==> src/rtl/toy_regfile_sb.sv <==
// Multi-read-port register file for the RISC_TOY pipeline, with a per-register
// outstanding-write scoreboard. Optional write-to-read bypass: TOY_RF_BYPASS_EN.
module toy_regfile_sb #(
    parameter int unsigned AW    = 5,
    parameter int unsigned ENTRY = 32,
    parameter int unsigned DW    = 32,
    parameter int unsigned NRP   = 2,
    parameter int unsigned CW    = 2
) (
    input  logic              CLK,
    input  logic              RST,
    input  logic [NRP-1:0]    RE,
    input  logic [NRP*AW-1:0] RA,
    output logic [NRP*DW-1:0] DOUT,
    output logic [NRP-1:0]    HAZ,
    output logic              STALL,
    input  logic              WEN,
    input  logic [AW-1:0]     WA,
    input  logic [DW-1:0]     DI,
    input  logic              WB_RET,
    input  logic              ISS_VLD,
    input  logic [AW-1:0]     ISS_RD,
    output logic              ISS_RDY,
    input  logic              FLUSH,
    output logic [ENTRY-1:0]  BUSY_VEC,
    output logic              SB_ERR
);

    localparam logic [CW-1:0] CntMax = '1;
    localparam logic [CW-1:0] CntOne = CW'(1);

    function automatic logic in_range(input logic [AW-1:0] a);
        return 32'(a) < ENTRY;
    endfunction

    logic [DW-1:0] data_arr [ENTRY];
    logic [CW-1:0] cnt_arr  [ENTRY];

    logic          wa_ok;
    logic          iss_ok;
    logic [CW-1:0] cnt_wa;
    logic [CW-1:0] cnt_iss;
    logic          iss_acc;
    logic          retire;
    logic          ret_dec;
    logic          ret_err;
    logic          sb_err_q;
    logic          sb_err_d;

    assign wa_ok   = in_range(WA);
    assign iss_ok  = in_range(ISS_RD);
    assign cnt_wa  = wa_ok ? cnt_arr[WA] : '0;
    assign cnt_iss = iss_ok ? cnt_arr[ISS_RD] : '0;

    assign ISS_RDY = ISS_VLD & (cnt_iss != CntMax);
    assign iss_acc = ISS_RDY & iss_ok;

    // Retires in a flush cycle are dropped entirely, including the error check.
    assign retire  = WEN & WB_RET & wa_ok & ~FLUSH;
    assign ret_dec = retire & (cnt_wa != '0);
    assign ret_err = retire & (cnt_wa == '0);

    always_comb begin
        sb_err_d = sb_err_q | ret_err;
    end

    always_ff @(posedge CLK or posedge RST) begin
        if (RST) begin
            sb_err_q <= 1'b0;
        end else begin
            sb_err_q <= sb_err_d;
        end
    end

    assign SB_ERR = sb_err_q;

    for (genvar r = 0; r < ENTRY; r++) begin : g_reg
        logic [DW-1:0] data_q;
        logic [DW-1:0] data_d;
        logic [CW-1:0] cnt_q;
        logic [CW-1:0] cnt_d;
        logic          inc;
        logic          dec;

        assign inc = iss_acc && (ISS_RD == AW'(r));
        assign dec = ret_dec && (WA == AW'(r));

        always_comb begin
            data_d = data_q;
            if (WEN && (WA == AW'(r))) begin
                data_d = DI;
            end
        end

        // A simultaneous issue and retire on one register cancel out.
        always_comb begin
            cnt_d = cnt_q;
            if (FLUSH) begin
                cnt_d = inc ? CntOne : '0;
            end else if (inc && !dec) begin
                cnt_d = cnt_q + CntOne;
            end else if (dec && !inc) begin
                cnt_d = cnt_q - CntOne;
            end
        end

        always_ff @(posedge CLK or posedge RST) begin
            if (RST) begin
                data_q <= '0;
                cnt_q  <= '0;
            end else begin
                data_q <= data_d;
                cnt_q  <= cnt_d;
            end
        end

        assign data_arr[r] = data_q;
        assign cnt_arr[r]  = cnt_q;
        assign BUSY_VEC[r] = (cnt_q != '0);
    end

    for (genvar i = 0; i < NRP; i++) begin : g_rd
        logic [AW-1:0] ra;
        logic          ra_ok;
        logic [CW-1:0] cnt_ra;
        logic [DW-1:0] stored;

        assign ra     = RA[i*AW +: AW];
        assign ra_ok  = in_range(ra);
        assign cnt_ra = ra_ok ? cnt_arr[ra] : '0;
        assign stored = ra_ok ? data_arr[ra] : '0;

`ifdef TOY_RF_BYPASS_EN
        logic fwd;
        logic kill;

        assign fwd  = WEN & wa_ok & (WA == ra);
        // The last pending write is retiring now and its data is forwarded.
        assign kill = fwd & WB_RET & (cnt_ra == CntOne);

        assign DOUT[i*DW +: DW] = fwd ? DI : stored;
        assign HAZ[i]           = RE[i] & (cnt_ra != '0) & ~kill;
`else
        assign DOUT[i*DW +: DW] = stored;
        assign HAZ[i]           = RE[i] & (cnt_ra != '0);
`endif
    end

    assign STALL = |HAZ;

endmodule

==> config.mk <==
export PLATFORM = sky130hd
export DESIGN_NAME = toy_regfile_sb
export DESIGN_NICKNAME = d
export VERILOG_FILES = /design/src/rtl/toy_regfile_sb.sv
export SDC_FILE = /design/constraint.sdc
export NUM_CORES = 2
export LEC_CHECK = 0
export ABC_AREA = 0
export BUFFER_PORTS_ARGS = -buffer_cell sky130_fd_sc_hd__buf_2
export CAP_MARGIN = 25
export CORE_ASPECT_RATIO = 1.4
export CORE_MARGIN = 2
export CORE_UTILIZATION = 60
export CTS_CLUSTER_DIAMETER = 200
export CTS_CLUSTER_SIZE = 8
export DETAILED_ROUTE_END_ITERATION = 16
export PLACE_DENSITY = 0.77
export SLEW_MARGIN = 20
export SYNTH_ARGS = -nofsm -noshare
export SYNTH_HDL_FRONTEND = slang
export SYNTH_SLANG_ARGS = --single-unit
==> constraint.sdc <==
create_clock -name CLK -period 71 [get_ports CLK]
set_clock_uncertainty 0.15 [all_clocks]
set_input_delay 14.2 -clock CLK [delete_from_list [all_inputs] [get_ports CLK]]
set_output_delay 14.2 -clock CLK [all_outputs]
set_load 0.02 [all_outputs]
==> results.py <==
metrics = {
    "layout": {
        "layout.area.seq_um2": 27300,
        "multi_input_comb_area_um2": 30500,
        "final_cell_area_um2": 65100,
        "n_fill_cell": 6805,
        "areaGrowthSynthToFinish_pct": 9.53,
        "nNetsFinal": 3866,
        "final_layout_size_suffix_gt1_frac": 0.571,
    },
    "clock_network": {
        "cts_made_buffers": 154,
        "cts.repair.resized": 0,
        "cts_max_path_buffers": 3,
        "cts.repair_timing.setup_buffer_count": 0,
        "clock_tree.root_cell": "sky130_fd_sc_hd__clkbuf_16",
        "clock_tree.htree_level_count": 4,
        "clock-sinks": 1089,
        "cts.reportedPaths.clkPinSlew_ns": 0.05,
        "tritoncts": "built",
        "clock_latency_ns": 0.78,
        "cts.hold.buffers_added": 0,
    },
    "logic_synthesis": {
        "ys_ff_latch": 1089,
        "yosys_warnings": 0,
        "number_of_nets_in_the_synthesized_netlist": 3874,
        "post_synth_xor_area_fraction": 0.00723,
        "seq_area_frac_synth": 0.459,
        "post-synth-top-count-cell": "sky130_fd_sc_hd__mux2_2",
        "synth.top_cells.by_count": "1091 x sky130_fd_sc_hd__mux2_2, 1089 x sky130_fd_sc_hd__dfrtp_1, 661 x sky130_fd_sc_hd__mux4_2, 180 x sky130_fd_sc_hd__clkbuf_1, 104 x sky130_fd_sc_hd__nor2_1",
        "synth_largest_area_cell": "sky130_fd_sc_hd__dfrtp_1",
        "post_synth_instance_area_um2": 59400,
        "synth_largest_type_area_fraction": 0.459,
        "synth_simple_gate_area_frac": 0.0270,
        "synth-main-ff-cell": "sky130_fd_sc_hd__dfrtp_1",
        "netlist_top_cells_area": "sky130_fd_sc_hd__dfrtp_1 46%, sky130_fd_sc_hd__mux4_2 25%, sky130_fd_sc_hd__mux2_2 21%",
        "synth_top_family_by_area": "multiplexers",
        "synth_adder_area_share": 0,
        "share_of_the_synthesized_area_in_compound_gates_ao_oa_aoi_oai": 0.0159,
        "synthMuxAreaShare": 0.460,
        "synth_enable_flop_cells": 0,
        "post_synth_num_cell_types": 60,
        "postSynth.asyncResetShare": 1.00,
        "post_synth.cell_area_avg_um2": 15.6,
        "postSynthCellCount": 3814,
    },
    "drt": {
        "via_count": 36500,
        "postRouteWirelength_mm": 161,
        "detail_route.drc_violations": 0,
        "route.antenna.remaining_nets": 0,
        "vias_per_cell": 7.11,
        "initialDrtViolationCount": 3602,
        "drt_pre_antenna_iters": 5,
        "routedWlPerCell_um": 31.4,
    },
    "die": {
        "die_h_um": 376,
        "floorplan.core_area_um2": 98200,
        "initial_core_util": 0.605,
        "die_w_um": 270,
        "io_pins": 161,
        "die_area_um2": 102000,
        "fp-row-count": 136,
    },
    "worst_setup_path": {
        "cpMostUsedCell": "sky130_fd_sc_hd__buf_4",
        "worst_r2r_endpoint": "g_reg[30].cnt_q[0]",
        "launching_point_of_the_worst_reg2reg_path": "g_reg[28].cnt_q[1]",
        "cpMaxStageDelayCell": "sky130_fd_sc_hd__buf_4",
        "crit_chain": "buf_8 > buf_4 > buf_4 > buf_4 > mux4_2 > mux4_2 > mux2_2 > buf_2",
        "worstSetupStartpointType": "primary input",
        "path_max_fanout": 55,
        "worstRegToRegCells": 6,
        "reg2reg_setup_slack_ns": 68.17,
        "worst_path_largest_cell_delay_ns": 0.88,
        "cp.required_ns": 56.65,
        "criticalPathCategory": "primary input to output pin",
        "cp.arrival_ns": 18.90,
        "setup.worst_path.end_class": "output pin",
    },
    "place": {
        "place_congestion": 0.943,
        "port_buffers": 160,
        "post_detailed_placement_half_perimeter_wirelength_mm": 87.3,
        "placed_cell_areas_um2": 60900,
    },
    "timing": {
        "max_freq_mhz": 30.1,
        "setup_viol": 0,
        "hold_violations": 0,
        "period_share": 0.468,
        "fin_crit_ns": 33.25,
        "worst_slew_pin_slew_ns": 1.09,
        "timing.slew.headroom": 0.271,
        "setup_total_negative_slack_ns": 0,
        "final-max-slew-violation-count": 0,
        "rsz0062_at_grt": "false",
    },
    "grt": {
        "grt_antenna_before_repair": 7,
        "via_count_of_the_first_global_routing_pass": 38700,
        "grt_max_degree": 180,
        "grtUsageTotal": 0.327,
        "grt_overflow": 0,
        "first_pass_grt_wire_length_mm": 246,
    },
    "worst_hold_path": {
        "holdPathStages": 1,
        "min-delay-start": "g_reg[6].data_q[15]",
        "timing.hold.worst_endpoint": "g_reg[6].data_q[15]",
        "hold_path_class": "flop to flop",
    },
    "power": {
        "power_density_nw_per_um2": 28.6,
        "ir_worst_vdd_v": 0.0000228,
        "cellLeakagePower_nw": 28.2,
    },
    "flow_run": {
        "drv_cap": 0,
    },
    "run_status": {
        "outcome": "complete, no violations",
    },
}
## worst max-delay path by stage
stage / from / to / slack (ns) / cells after the start
6_report: RA[5] / DOUT[37] / 37.75 / 8
5_1_grt: RA[5] / DOUT[37] / 37.31 / 8
4_1_cts: RA[5] / DOUT[37] / 37.59 / 8
3_5_place_dp: RA[5] / DOUT[37] / 37.58 / 8
3_3_place_gp: RA[5] / DOUT[37] / 37.60 / 8
2_1_floorplan: RST / SB_ERR / 25.99 / 1
## critical path: cells and delay by family
| kind | cells | cell delay (ns) |
|---|---|---|
| multiplexers | 3 | 1.45 |
| buffers and inverters | 5 | 3.16 |
## logic make-up after synthesis
logic type / Yosys count
multiplexers: 1765
flip-flops: 1089
buffers and inverters: 423
AND/OR/NAND/NOR: 334
AO/OA/AOI/OAI: 154
XOR/XNOR: 49
## per-stage QoR
step	utilization	std cells	hold slack, ns	worst slack [ns]	power (mW)
after global placement	0.620	4957	0.350	37.60	1.19
after global routing	0.663	5133	0.384	37.31	1.93
after CTS	0.662	5128	0.371	37.59	1.87
after floorplan	-	3814	0.341	25.99	1.11
final	0.663	5134	0.367	37.75	1.86
after detailed placement	0.620	4958	0.357	37.58	1.21
## per-layer routing
layer / GRT usage / part of all wire
met1: 0.435 / 0.38
met2: 0.529 / 0.50
met5: 0 / 0.00017
met3: 0.0588 / 0.073
met4: 0.153 / 0.048
## placed cells by master, fill, tap and decap left out, drive strengths merged, types with 3 or more instances in the layout
master | netlist | layout
or3 | 17 | 17
nand3 | 28 | 28
diode | 0 | 3
inv | 41 | 46
o211ai | 3 | 3
nand4 | 4 | 4
xnor2 | 21 | 21
o21ai | 57 | 57
nand2b | 20 | 20
dfrtp | 1089 | 1089
a2111oi | 6 | 6
a311oi | 3 | 3
xor2 | 28 | 28
clkbuf | 180 | 162
nor2b | 15 | 15
o21a | 6 | 6
a21oi | 39 | 39
or2 | 9 | 9
a211oi | 7 | 7
mux2 | 1091 | 1091
nand3b | 4 | 4
nor2 | 104 | 104
mux2i | 13 | 13
o22ai | 8 | 8
nand2 | 71 | 71
clkinv | 1 | 4
nor3 | 39 | 39
nor4 | 7 | 7
a21o | 4 | 4
buf | 201 | 217
and2 | 4 | 4
mux4 | 661 | 661
## power breakdown
| group | leakage, nW | total (mW) | internal [mW] | switching, mW |
|---|---|---|---|---|
| clock network | 2.03 | 0.660 | 0.395 | 0.265 |
| logic | 12.2 | 0.382 | 0.236 | 0.145 |
| registers | 14.0 | 0.820 | 0.737 | 0.0823 |
| total | 28.2 | 1.86 | 1.37 | 0.492 |
## cell type report
cell class                      count  area share
Sequential cell                  1089       0.419
Inverter                           42     0.00269
Multi-Input combinational cell   2302       0.469
Timing Repair Buffer              217      0.0210
Antenna cell                        3    0.000115
Clock inverter                      8     0.00131
Clock buffer                      162      0.0620
Tap cell                         1311      0.0252
## sequential cells by signal, indices dropped and copies added, names as in the netlist
signal and count:
g.cnt_q 64, SB_ERR 1, g.data_q 1024
Note: power is estimated with default switching activity, not from simulation.
